<file path="config.mk">
export PLATFORM = sky130hd
export DESIGN_NAME = mio_rx_deser
export DESIGN_NICKNAME = d
export VERILOG_FILES = /design/src/rtl/mio_rx_deser.sv
export SDC_FILE = /design/constraint.sdc
export NUM_CORES = 1
export LEC_CHECK = 0
export BUFFER_PORTS_ARGS = -buffer_cell sky130_fd_sc_hd__buf_2
export CELL_PAD_IN_SITES_DETAIL_PLACEMENT = 0
export CELL_PAD_IN_SITES_GLOBAL_PLACEMENT = 1
export CORE_ASPECT_RATIO = 2
export CORE_MARGIN = 1
export CORE_UTILIZATION = 48
export CTS_BUF_LIST = sky130_fd_sc_hd__clkbuf_4 sky130_fd_sc_hd__clkbuf_8
export DETAILED_ROUTE_END_ITERATION = 12
export HOLD_SLACK_MARGIN = 0.1
export PLACE_DENSITY = 0.87
export SETUP_SLACK_MARGIN = 0.02
export SYNTH_ARGS = -nofsm -noshare
export SYNTH_HDL_FRONTEND = slang
export SYNTH_SLANG_ARGS = --single-unit
export TNS_END_PERCENT = 100
</file>
<file path="constraint.sdc">
create_clock -name clk -period 2.9 [get_ports clk]
set_clock_uncertainty 0.1 [all_clocks]
set_input_delay 0.29 -clock clk [delete_from_list [all_inputs] [get_ports clk]]
set_output_delay 0.29 -clock clk [all_outputs]
set_load 0.05 [all_outputs]
</file>
<file path="src/rtl/mio_rx_deser.sv">
// ----------------------------------------------------------------------------
// mio_rx_deser
//
// Receive-side deserializer for the MIO link. Narrow beats arriving from the
// link sampler are packed into one wide packet and handed to the rx interface
// stage through a single registered output slot.
//
// A packet completes either when BEATS beats have been collected or when the
// frame ends early (io_access_in drops while beats are held). Unfilled slices
// of a short packet read as zero. If the output slot is still occupied when
// a packet completes, the packet is parked in the assembly register. The
// block then raises io_wait_out until the slot frees up.
//
// Parameters
//   IOW            width of one I/O beat
//   MPW            assembled packet width (integer multiple of IOW)
//
// Ports
//   clk            core clock, rising edge
//   nreset         asynchronous active-low reset
//   lsbfirst       1: first beat lands in the least-significant slice
//   io_access_in   beat valid from the link sampler (high for a whole frame)
//   io_packet_in   beat data
//   io_wait_out    backpressure to the link sampler (registered)
//   access_out     assembled packet valid
//   packet_out     assembled packet
//   wait_in        backpressure from the rx interface stage
// ----------------------------------------------------------------------------
module mio_rx_deser #(
    parameter int IOW = 16,
    parameter int MPW = 128
) (
    input  logic           clk,
    input  logic           nreset,
    input  logic           lsbfirst,
    input  logic           io_access_in,
    input  logic [IOW-1:0] io_packet_in,
    output logic           io_wait_out,
    output logic           access_out,
    output logic [MPW-1:0] packet_out,
    input  logic           wait_in
);

    localparam int BEATS = MPW / IOW;
    localparam int CW    = (BEATS > 1) ? $clog2(BEATS) : 1;
    localparam logic [CW-1:0] LAST = CW'(BEATS - 1);

    typedef enum logic [1:0] {
        IDLE = 2'd0,
        FILL = 2'd1,
        HOLD = 2'd2
    } state_t;

    state_t          state_q, state_d;
    logic [CW-1:0]   cnt_q, cnt_d;
    logic [MPW-1:0]  asm_q, asm_d;
    logic            lsb_q, lsb_d;
    logic            access_q, access_d;
    logic [MPW-1:0]  packet_q, packet_d;
    logic            wait_q, wait_d;

    logic            slot_free;
    logic            accept;
    logic            lsb_eff;
    logic [CW-1:0]   slot;
    logic [MPW-1:0]  merged;
    logic            done;
    logic [MPW-1:0]  done_pkt;

    // State register and datapath flops. Everything clears on reset, so a
    // packet interrupted by reset is discarded.
    always_ff @(posedge clk or negedge nreset) begin
        if (!nreset) begin
            state_q  <= IDLE;
            cnt_q    <= '0;
            asm_q    <= '0;
            lsb_q    <= 1'b0;
            access_q <= 1'b0;
            packet_q <= '0;
            wait_q   <= 1'b0;
        end else begin
            state_q  <= state_d;
            cnt_q    <= cnt_d;
            asm_q    <= asm_d;
            lsb_q    <= lsb_d;
            access_q <= access_d;
            packet_q <= packet_d;
            wait_q   <= wait_d;
        end
    end

    // Next-state and datapath logic.
    always_comb begin
        state_d  = state_q;
        cnt_d    = cnt_q;
        asm_d    = asm_q;
        lsb_d    = lsb_q;
        access_d = access_q;
        packet_d = packet_q;
        wait_d   = wait_q;
        done     = 1'b0;
        done_pkt = '0;

        // The slot is free when it is empty or is being consumed this cycle.
        slot_free = !access_q || !wait_in;
        accept    = io_access_in && !wait_q;

        // The first beat of a packet uses the live lsbfirst. Later beats use
        // the value captured with that first beat.
        lsb_eff = (state_q == IDLE) ? lsbfirst : lsb_q;
        slot    = lsb_eff ? cnt_q : (LAST - cnt_q);

        merged = asm_q;
        for (int k = 0; k < BEATS; k++) begin
            if (slot == CW'(k)) begin
                merged[k*IOW +: IOW] = io_packet_in;
            end
        end

        // Consumption empties the slot unless something reloads it below.
        if (slot_free) begin
            access_d = 1'b0;
        end

        case (state_q)
            IDLE, FILL: begin
                if (accept) begin
                    if (state_q == IDLE) begin
                        lsb_d = lsbfirst;
                    end
                    if (cnt_q == LAST) begin
                        done     = 1'b1;
                        done_pkt = merged;
                    end else begin
                        asm_d   = merged;
                        cnt_d   = cnt_q + CW'(1);
                        state_d = FILL;
                    end
                end else if (state_q == FILL && !io_access_in) begin
                    // End of frame with a partial packet.
                    done     = 1'b1;
                    done_pkt = asm_q;
                end
            end
            HOLD: begin
                if (slot_free) begin
                    packet_d = asm_q;
                    access_d = 1'b1;
                    asm_d    = '0;
                    wait_d   = 1'b0;
                    state_d  = IDLE;
                end
            end
            default: begin
                state_d = IDLE;
                cnt_d   = '0;
                asm_d   = '0;
                wait_d  = 1'b0;
            end
        endcase

        // A completed packet goes straight to the slot if it is free.
        // Otherwise it is parked in the assembly register and the link
        // sampler is stalled.
        if (done) begin
            cnt_d = '0;
            if (slot_free) begin
                packet_d = done_pkt;
                access_d = 1'b1;
                asm_d    = '0;
                state_d  = IDLE;
            end else begin
                asm_d   = done_pkt;
                wait_d  = 1'b1;
                state_d = HOLD;
            end
        end
    end

    assign io_wait_out = wait_q;
    assign access_out  = access_q;
    assign packet_out  = packet_q;

endmodule

</file>
# Yosys cells after proc, flatten, opt, wreduce, memory -nomap -nowiden
# Index checks and enable logic that the tools add are counted.
# Widths: inputs -> output; s select.
[word_totals] ff_bits=264 inputBits=21 output_inout_bits=130 wordCells=83
[classes] n_addsub=2 eq_ne=14 n_mux=47 n_reduce_logical=13
[ops] op="$mux 128" count=13
[ops] op="$pmux 128 s2" count=1
[ops] op="$mux 16" count=8
[ops] op="$eq 3x3->1 const B" count=5
[ops] op="$mux 1" count=13
[ops] op="$mux 3" count=4
[ops] op="$mux 2" count=5
[ops] op="$ne 3x3->1 const B" count=3
[ops] op="$eq 3x2->1 const B" count=2
[ops] op="$pmux 3 s2" count=1
[ops] op="$reduce_and 3->1" count=2
[ops] op="$logic_not 1->1" count=4
[ops] op="$pmux 2 s2" count=1
[ops] op="$add 3x1->3 const B" count=1
[ops] op="$eq 3x1->1 const B" count=1
[ops] op="$logic_not 3->1" count=1
[ops] op="$sub 3x3->3 const A" count=1
[ops] op="$eq 2x1->1 const B" count=1
[ops] op="$eq 2x2->1 const B" count=1
[ops] op="$logic_and 1x1->1" count=2
[ops] op="$logic_not 2->1" count=1
[ops] op="$ne 2x2->1 const B" count=1
[ops] op="$pmux 1 s2" count=1
[ops] op="$reduce_and 2->1" count=1
[ops] op="2 further kinds" count=2

# Logic depth before layout (Yosys ltp)
# Gate-level depths: netlist of run 1.
[depth] word_depth=10 depth_mapped=10 ltp_nobuf=7

# Worst setup path after synthesis of run 1
# OpenSTA, ideal clock, no wires.
[synth_path] path_kind="register to register" startpoint="register wait_q, in the netlist io_wait_out" endpoint="register packet_q[102], in the netlist packet_out[102]" setup_time_ps=123 t_arrival_ps=2216 t_required_ps=2677 path_slack_ps=461 stages_incl_launch_ff=10 n_path_buf=4 synth_period_minus_slack_ps=2439 path_cell_list="dfrtp_1 buf_2 nand2b_4 a211oi_2 buf_2 buf_4 a31oi_2 clkbuf_1 or2_0 o221a_1"
[synth_via] elab_chain_cells=6 word_cells_on_any_way=8
[synth_lines] item="start, declared" line="60" rtl="logic wait_q, wait_d;"
[synth_lines] item="start signal, assigned" line="88" rtl="wait_q <= wait_d;"
[synth_lines] item="$logic_not 1->1 *" line="106" rtl="accept = io_access_in && !wait_q;"
[synth_lines] item="$logic_and 1x1->1 *" line="106"
[synth_lines] item="$mux 128" line="127" rtl="if (accept) begin"
[synth_lines] item="$mux 128" line="125" rtl="case (state_q)"
[synth_lines] item="$mux 128" line="167" rtl="if (slot_free) begin"
[synth_lines] item="$mux 128 *" line="165" rtl="if (done) begin"
[synth_lines] item="net packet_d[102]" line="59" rtl="logic [MPW-1:0] packet_q, packet_d;"
[synth_lines] item="end signal, assigned" line="87" rtl="packet_q <= packet_d;"
[synth_lines] item="end, declared" line="59"
# The timed path passes the listed nets; every way through them passes the cells marked *.
# A chain may end at the register's enable or synchronous reset.

# Worst setup path after layout of run 1
[layout_path] startpoint="register cnt_q[1]" endpoint="register asm_q[14]"
[layout_via] elab_chain_cells=9 word_cells_on_any_way=20
[layout_lines] item="start, declared" line="55" rtl="logic [CW-1:0] cnt_q, cnt_d;"
[layout_lines] item="start signal, assigned" line="83" rtl="cnt_q <= cnt_d;"
[layout_lines] item="$sub 3x3->3" line="111" rtl="slot = lsb_eff ? cnt_q : (LAST - cnt_q);"
[layout_lines] item="$mux 3" line="111"
[layout_lines] item="$logic_not 3->1" line="115" rtl="if (slot == CW'(k)) begin"
[layout_lines] item="$mux 16" line="115"
[layout_lines] item="$mux 128" line="131" rtl="if (cnt_q == LAST) begin"
[layout_lines] item="$mux 128" line="127"
[layout_lines] item="$mux 128" line="125"
[layout_lines] item="$mux 128" line="167"
[layout_lines] item="$mux 128" line="165"
[layout_lines] item="end signal, assigned" line="84" rtl="asm_q <= asm_d;"
[layout_lines] item="end, declared" line="56" rtl="logic [MPW-1:0] asm_q, asm_d;"
# Parallel ways exist; a longest one is shown, timed or not. The select of a mux whose other input is x is not followed.

==> results of run 1 <==
timing repair:
action	in CTS	in global routing
gates resized for setup	0	4
setup endpoints to repair	0	64
hold endpoints to repair	247	0
hold buffers	5	0
cell usage after synthesis, drive strengths merged (6+ instances only):
cell,instances
o211ai,8
dfrtp,264
o221a,96
a31oi,8
a311oi,16
nor3,7
inv,16
nand2b,9
nor2,69
a221o,112
a21oi,6
nand4,8
or2,97
nand2,6
o2bb2ai,7
and2,9
and3,112
o31ai,18
clkbuf,54
o22ai,17
buf,59
o21ai,28
critical path, cell delays in order (launching register included):
cell and delay [ns]:
dfrtp_1 0.35, ha_1 0.15, ha_1 0.28, nand2b_4 0.10
a2111o_1 0.66, o2bb2ai_2 0.80, a221o_1 0.28
where the power goes:
group | switching (mW) | leakage [nW] | internal [mW] | total, mW
logic | 5.70 | 3.10 | 2.53 | 8.23
clock network | 1.45 | 0.417 | 1.70 | 3.15
registers | 1.07 | 3.39 | 5.10 | 6.16
worst paths after layout:
| check | from | to | slack [ns] | cells past startpoint |
|---|---|---|---|---|
| hold / removal | wait_in | flip-flop | 0.12 | 3 |
| min in group asynchronous | nreset | packet_out[34] | 0.15 | 2 |
| setup / recovery | cnt_q[1] | asm_q[14] | 0.12 | 6 |
| hold reg to reg | asm_q[115] | asm_q[115] | 0.41 | 2 |
| max in group asynchronous | nreset | asm_q[77] | 1.74 | 3 |
| setup reg to reg | cnt_q[1] | asm_q[14] | 0.12 | 6 |
layer usage:
| layer | routed length, µm | global-route usage |
|---|---|---|
| met5 | 0 | 0 |
| met4 | 2010 | 0.165 |
| met3 | 1530 | 0.0296 |
| met2 | 18300 | 0.464 |
| met1 | 14100 | 0.351 |
area by class of cell:
type                            count  area [µm²]  share of cell area
Multi-Input combinational cell    671        5220               0.364
Clock inverter                      7        73.8             0.00516
Clock buffer                       58         729              0.0510
Tap cell                          336         420              0.0294
Timing Repair Buffer              199        1200              0.0841
Inverter                           16        60.1             0.00420
Sequential cell                   264        6610               0.462
through the flow:
step,cells,util,power [mW],area (µm²)
2_1_floorplan,1064,-,12.1,12400
3_3_place_gp,1481,0.534,14.3,13400
3_5_place_dp,1481,0.534,14.4,13400
4_1_cts,1551,0.568,17.6,14300
5_1_grt,1551,0.569,18.4,14300
6_report,1551,0.569,17.5,14300
kinds of logic (layout without fill, tap and decap cells):
group,count (synthesis),in the layout
and+or+nand+nor,336,336
muxes,6,6
adders and majority gates,2,2
AOI/OAI and AO/OA,327,327
DFF,264,264
buffers and inverters,129,280
state kept, by name, indices dropped and copies added, names as in the netlist, named ones only:
register and flops:
asm_q 128, lsb_q 1, cnt_q 3, io_wait_out 1, state_q 2, packet_out 128
==> impl_metrics.tcl, run 1 <==
set metrics [dict create \
    cp-end-kind "flip-flop" \
    hpwl_um 23400 \
    clock_path_buffers 3 \
    synthCells 1064 \
    first_iter_violations 904 \
    fin_nets 1213 \
    setup-tns-final_ns 0 \
    synth_top_family_by_area "compound AO/OA/AOI/OAI gates" \
    ys_ff_latch 264 \
    wl_per_cell_um 23.2 \
    synth_compound_area_frac 0.252 \
    grt_pass1_vias 9946 \
    synth-simple-area-share 0.159 \
    cp.required_ns 3.28 \
    max_freq_mhz 359 \
    dr_total_vias 9815 \
    synthFlopType "dfrtp_1" \
    worstSetupPathType "flip-flop to flip-flop" \
    min_path_type "primary input to flip-flop" \
    grt_pass1_wl_um 56800 \
    yosys_warnings 0 \
    layout-drive-gt1-share 0.324 \
    synthArstFlopShare 1.00 \
    synth_edf_count 0 \
    drv_slew 0 \
    core_area_um2 25100 \
    ant_nets 0 \
    postLayoutSetupSlackWorst_ns 0.118 \
    synth.area.top_cells "dfrtp_1, a221o_1, and3_1" \
    clk_pin_slew_worst_paths_ns 0.07 \
    htree_levels 2 \
    power_density_nw_per_um2 1230 \
    cts.sinks 264 \
    cts_inserted_buffers 38 \
    firstDrtPassIters 5 \
    die_h_um 229 \
    max-cap-violations 0 \
    yosys.area.top_type_share 0.534 \
    synth_xor_area_frac 0 \
    dieArea_um2 26500 \
    viasPerCell 6.33 \
    io_pins 151 \
    leakage_nw 6.91 \
    synth_area_um2 12400 \
    status "complete, no violations" \
    synth_top_area_cell "dfrtp_1" \
    overflow 0 \
    cts-root-buf "clkbuf_8" \
    post-place-ws_ns 0.0999 \
    worstPathMaxFanout 16 \
    fillCellCount 2220 \
    layout_commonest_cell "dfrtp_1" \
    routabilityCongestion 0.903 \
    min_period_ns 2.78 \
    cts_tree "yes" \
    setup_viol 0 \
    slew_headroom 0.254 \
    track_usage 0.281 \
    antenna_found_initial 0 \
    layout_common_cells "dfrtp_1, buf_2, and3_1, a221o_1, nor2_1" \
    syn_to_final_growth_pct 15.7 \
    min_period_over_period 0.959 \
    synth_fa_ha_area_frac 0.00202 \
    post-route-drc-count 0 \
    clock_latency_ns 0.56 \
    startpoint_type "flip-flop" \
    synth_mux_area_frac 0.00496 \
    rsz0062_at_grt "yes" \
    start_util 0.492 \
    crit_arrival_ns 3.16 \
    num_antenna_cells 0 \
    grt_max_degree 114 \
    syn_nets 1087 \
    ir_drop_mv 0.817 \
    yosysSeqAreaShare 0.534 \
    finalHoldViolations 0 \
    cts_setup_buffers 0 \
    port_buffers 150 \
    syn_avg_cell_area_um2 11.6 \
    synthDistinctLibCells 59 \
    worstMarginPinSlew_ns 1.11 \
    placementRows 82 \
    die_w_um 116 \
    fin_hold_ws_ns 0.122 \
    drt_wl_total_um 35900 \
]
Note: power is estimated with default switching activity, not from simulation.
==> inputs of run 2 (changes only) <==
--- a/config.mk
+++ b/config.mk
@@ -15,6 +15,7 @@
 export DETAILED_ROUTE_END_ITERATION = 12
 export HOLD_SLACK_MARGIN = 0.1
 export PLACE_DENSITY = 0.87
+export RECOVER_POWER = 50
 export SETUP_SLACK_MARGIN = 0.02
 export SYNTH_ARGS = -nofsm -noshare
 export SYNTH_HDL_FRONTEND = slang
==> run 2 against run 1 <==
Compared with the run above: critical path depth unchanged; critical path type unchanged; first-iteration DRC count down 2.9%; die area unchanged; final cell count unchanged; sequential share of layout area up 0.42 points; design area down 0.89%; non-clock buffer count unchanged; via count up 0.31%.
==> impl_metrics.tcl, run 2 (same netlist as run 1, synthesis figures left out) <==
set metrics [dict create \
    power_density_nw_per_um2 1230 \
    finalHoldViolations 0 \
    start_util 0.492 \
    worstMarginPinSlew_ns 1.42 \
    setup_viol 0 \
    startpoint_type "flip-flop" \
    io_pins 151 \
    dr_total_vias 9845 \
    dp_cells 1481 \
    post-place-ws_ns 0.0999 \
    min_period_over_period 0.945 \
    die_w_um 116 \
    track_usage 0.281 \
    dieArea_um2 26500 \
    postLayoutSetupSlackWorst_ns 0.158 \
    first_iter_violations 878 \
    fin_nets 1213 \
    worstPathMaxFanout 16 \
    cpMostUsedCell "ha_1" \
    fin_cells 1551 \
    power_frac_comb 0.464 \
    min_period_ns 2.74 \
    worstSetupPathType "flip-flop to flip-flop" \
    multiInputGateArea_um2 5210 \
    reg2reg_setup_slack_ns 0.16 \
    routabilityCongestion 0.903 \
    slew_headroom 0.0549 \
    max_stage_delay_ns 0.77 \
    setup-tns-final_ns 0 \
    ir_drop_mv 0.807 \
    viasPerCell 6.35 \
    regArea_um2 6610 \
    cp.required_ns 3.28 \
    clock_path_buffers 3 \
    internal_power_mw 9.19 \
    path_cells "ha_1 -> ha_1 -> nand2b_4 -> a2111o_1 -> o2bb2ai_2 -> a221o_1" \
    num_antenna_cells 0 \
    grt_pass1_wl_um 56800 \
    clkPwrFrac 0.181 \
    clock_latency_ns 0.56 \
    leakage_nw 6.71 \
    p_sw_frac 0.472 \
    core_area_um2 25100 \
    cts.sinks 264 \
    power_mw 17.4 \
    rsz0062_at_grt "yes" \
    drt_wl_total_um 36000 \
    cpMaxStageDelayCell "o2bb2ai_2" \
    ant_nets 0 \
    placementRows 82 \
    wl_per_cell_um 23.2 \
    seq_power_share 0.355 \
    firstDrtPassIters 5 \
    layout_commonest_cell "dfrtp_1" \
    syn_to_final_growth_pct 14.7 \
    clk_pin_slew_worst_paths_ns 0.07 \
    post-route-drc-count 0 \
    crit_arrival_ns 3.12 \
    fillCellCount 2265 \
    htree_levels 2 \
    overflow 0 \
    drv_slew 0 \
    status "complete, no violations" \
    antenna_found_initial 0 \
    die_h_um 229 \
    cts_inserted_buffers 38 \
    min_path_type "primary input to flip-flop" \
    max_freq_mhz 365 \
    p_switching_mw 8.23 \
    layout_common_cells "dfrtp_1, and3_1, a221o_1" \
    cts-root-buf "clkbuf_8" \
    grt_max_degree 114 \
    fin_hold_ws_ns 0.125 \
    cts_setup_buffers 0 \
    port_buffers 150 \
    cp-end-kind "flip-flop" \
    max-cap-violations 0 \
    cts_tree "yes" \
    grt_pass1_vias 9946 \
    layout-drive-gt1-share 0.272 \
    hpwl_um 23400 \
]
-- run 2: metal layers --
metal	part of all wire	global-route usage	up-vias
met3	0.047	0.0296	110
met5	0	0	-
met4	0.055	0.165	0
li1	-	-	4382
met1	0.39	0.351	4962
met2	0.51	0.464	391
-- run 2: critical path, delay by kind of cell, from the launching register on --
| kind | cells | cell delay, ns |
|---|---|---|
| DFF | 1 | 0.35 |
| AOI/OAI and AO/OA | 3 | 1.71 |
| and+or+nand+nor | 1 | 0.10 |
| adders and majority gates | 2 | 0.43 |
-- run 2: stage by stage --
stage / instance area [µm²] / util
3_3_place_gp: 13400 / 0.534
6_report: 14200 / 0.564
3_5_place_dp: 13400 / 0.534
5_1_grt: 14200 / 0.564
4_1_cts: 14300 / 0.568
2_1_floorplan: 12400 / -
-- run 2: worst paths after layout --
check / cells after the start / endpoint / startpoint
setup / recovery: 6 / asm_q[14] / cnt_q[1]
hold / removal: 3 / flip-flop / wait_in
setup reg to reg: 6 / asm_q[14] / cnt_q[1]
hold reg to reg: 2 / asm_q[116] / asm_q[116]
max in group asynchronous: 3 / packet_out[107] / nreset
min in group asynchronous: 2 / packet_out[34] / nreset
-- run 2: area by class of cell --
type                       count  share of cell area
timing repair buffer         199              0.0764
multi-input combinational    671               0.367
tap                          336              0.0296
sequential                   264               0.466
inverter                      16             0.00424
clock buffer                  58              0.0514
clock inverter                 7             0.00521
-- run 2: power by group through the flow --
stage / sequential [mW] / combinational, mW / clock (mW)
finish: 6.18 / 8.09 / 3.15
floorplan: 9.10 / 3.02 / 0
global placement: 6.17 / 8.10 / 0
detailed placement: 6.20 / 8.22 / 0
global route: 6.34 / 8.54 / 3.35
CTS: 6.16 / 8.23 / 3.21
-- run 2: timing repair --
| item | 4_1_cts | 5_1_grt |
|---|---|---|
| endpoints found under the hold margin | 247 | 0 |
| gates resized for setup | 0 | 4 |
| endpoints found under the setup margin | 0 | 64 |
| hold buffers | 5 | 0 |
==> inputs of run 3 (changes only) <==
--- a/config.mk
+++ b/config.mk
@@ -5,18 +5,20 @@
 export SDC_FILE = /design/constraint.sdc
 export NUM_CORES = 1
 export LEC_CHECK = 0
+export ABC_AREA = 1
 export BUFFER_PORTS_ARGS = -buffer_cell sky130_fd_sc_hd__buf_2
 export CELL_PAD_IN_SITES_DETAIL_PLACEMENT = 0
 export CELL_PAD_IN_SITES_GLOBAL_PLACEMENT = 1
 export CORE_ASPECT_RATIO = 2
 export CORE_MARGIN = 1
-export CORE_UTILIZATION = 48
+export CORE_UTILIZATION = 45
 export CTS_BUF_LIST = sky130_fd_sc_hd__clkbuf_4 sky130_fd_sc_hd__clkbuf_8
 export DETAILED_ROUTE_END_ITERATION = 12
 export HOLD_SLACK_MARGIN = 0.1
 export PLACE_DENSITY = 0.87
 export RECOVER_POWER = 50
 export SETUP_SLACK_MARGIN = 0.02
+export SLEW_MARGIN = 20
 export SYNTH_ARGS = -nofsm -noshare
 export SYNTH_HDL_FRONTEND = slang
 export SYNTH_SLANG_ARGS = --single-unit
==> run 3 against run 2 <==
Compared with the run above: setup slack better by 0.19 ns; design area up 29%; highest routed layer unchanged; the flow now finishes with violations (capacitance limit, slew limit); final cell count up 81%; synthesized cell count up 110%; utilization down 5.3 points; clock power up 8.9%; die area up 40%; global-route usage up 2.4 points; sequential power up 3%; first-iteration DRC count up 52%; register-to-register slack better by 0.19 ns; critical path depth up 4.
==> impl_metrics.tcl, run 3 <==
set metrics [dict create \
    status "finished with violations" \
    violations "capacitance limit, slew limit" \
    cp.required_ns 3.22 \
    max-cap-violations 1 \
    yosys.area.top_type_share 0.405 \
    crit_family "buffers and inverters" \
    port_buffers 150 \
    min_path_type "primary input to flip-flop" \
    path_cells "ha_1 -> ha_1 -> nor2_1 -> nor2_4 -> nand2_2 -> nor2_4 -> inv_4 -> buf_4 -> o211ai_1 -> a21boi_1" \
    worstMarginPinSlew_ns 1.88 \
    synthCells 2270 \
    yosysMostFrequentCell "nand2_1" \
    grt_max_degree 129 \
    r2r-end "packet_out[11]" \
    max_stage_delay_ns 0.44 \
    hp-start "wait_in" \
    drv_slew 66 \
    ys_ff_latch 264 \
    synthDistinctLibCells 31 \
    dp_cells 2740 \
    wl_per_cell_um 19.6 \
    hpwl_um 32400 \
    post-route-util 0.512 \
    rsz0062_at_grt "no" \
    grt_pass1_wl_um 88200 \
    die_h_um 271 \
    viasPerCell 5.90 \
    syn_nets 2293 \
    syn_to_final_growth_pct 11.9 \
    startpoint_type "flip-flop" \
    dieArea_um2 37000 \
    clk_pin_slew_worst_paths_ns 0.06 \
    core_area_um2 35700 \
    die_w_um 137 \
    post-route-drc-count 0 \
    placementRows 98 \
    overflow 0 \
    io_pins 151 \
    synth_edf_count 0 \
    yosysSeqAreaShare 0.405 \
    cts_tree "yes" \
    r2r-start "cnt_q[0]" \
    track_usage 0.305 \
    power_density_nw_per_um2 1370 \
    whs_path_depth 3 \
    setup_viol 0 \
    antenna_found_initial 1 \
    layout_commonest_cell "nand2_1" \
    cts.sinks 264 \
    worstSetupPathType "flip-flop to flip-flop" \
    max_freq_mhz 391 \
    finalHoldViolations 0 \
    synthArstFlopShare 1.00 \
    min_period_over_period 0.881 \
    firstDrtPassIters 6 \
    cp-end-kind "flip-flop" \
    layout_common_cells "nand2_1, nand3_1, dfrtp_1" \
    synth_area_um2 16300 \
    path_buf_inv 2 \
    cts_setup_buffers 0 \
    cts_inserted_buffers 42 \
    reg2reg_setup_slack_ns 0.34 \
    leakage_nw 8.54 \
    dr_total_vias 16600 \
    start_util 0.457 \
    fin_nets 2359 \
    grt_pass1_vias 16500 \
    fin_cells 2814 \
    syn_avg_cell_area_um2 7.18 \
    yosys-top-cells-count "nand2_1, nand3_1, dfrtp_1, inv_1, a21oi_1" \
    synthFlopType "dfrtp_1" \
    crit_arrival_ns 2.88 \
    drt_wl_total_um 55100 \
    htree_levels 2 \
    cp.depth 10 \
    routabilityCongestion 0.874 \
    r2r_cells 10 \
    setup-tns-final_ns 0 \
    worstPathMaxFanout 29 \
    clock_path_buffers 3 \
    cpMaxStageDelayCell "dfrtp_1" \
    ir_drop_mv 0.669 \
    min_period_ns 2.56 \
    synth.area.top_cells "dfrtp_1, nand2_1, nand3_1" \
    yosys_warnings 0 \
    layout-drive-gt1-share 0.0986 \
    ant_nets 0 \
    synth_top_area_cell "dfrtp_1" \
    first_iter_violations 1332 \
    slew_headroom -0.256 \
    cts-root-buf "clkbuf_8" \
    clock_latency_ns 0.58 \
]
[run 3: kinds of logic after synthesis]
kind of cell | share of synthesized area
buffers and inverters | 0.0824
adder cells (fa/ha/maj) | 0.00153
flip-flops | 0.405
AO/OA/AOI/OAI | 0.178
AND/OR/NAND/NOR | 0.333
[run 3: report_power, final]
| group | internal (mW) | switching, mW |
|---|---|---|
| Sequential | 5.26 | 1.09 |
| Combinational | 4.29 | 11.0 |
| Clock | 1.85 | 1.58 |
[run 3: through the flow]
step	power (mW)	cell area (µm²)	setup WS, ns	hold WS (ns)
2_1_floorplan	17.7	16300	0.708	-0.106
3_3_place_gp	21.4	17500	0.332	0.183
3_5_place_dp	21.7	17500	0.244	0.178
4_1_cts	25.2	18300	0.205	0.122
5_1_grt	26.9	18300	0.0822	0.164
6_report	25.1	18300	0.345	0.144
[run 3: what timing repair did]
item	in CTS	in global routing
endpoints found under the setup margin	0	3
endpoints found under the hold margin	91	0
hold buffers	2	0
resized for setup	0	2
[run 3: final cells by class]
type,instances,area [µm²]
diodes,1,2.50
clock buffers,69,856
clock inverters,2,12.5
fillers,3556,17400
inverters,155,588
multi-input cells,1678,8400
flip-flops and latches,264,6610
well taps,450,563
repair buffers,195,1230
[run 3: metal layers]
metal  global-route usage  vias to the layer above  wire (µm)
met1                0.370                     8071      21900
met5                    0                        -          0
met2                0.520                      621      27000
met4                0.170                        0       2960
li1                     -                     7766          -
met3               0.0299                      140       3260
[run 3: how the worst max path moves through the flow]
stage / startpoint / to / slack [ns]
2_1_floorplan: io_wait_out / packet_out[112] / 0.71
6_report: cnt_q[0] / packet_out[11] / 0.34
4_1_cts: state_q[1] / asm_q[102] / 0.20
3_3_place_gp: state_q[1] / asm_q[102] / 0.33
3_5_place_dp: state_q[1] / asm_q[102] / 0.24
5_1_grt: nreset / packet_out[83] / 0.08
[run 3: worst register-to-register path, delay by kind of cell (launching register included)]
kind	cells	cell delay [ns]
buf+inv	2	0.67
simple gates	4	0.52
flops	1	0.44
fa+ha+maj	2	0.40
compound gates	2	0.27
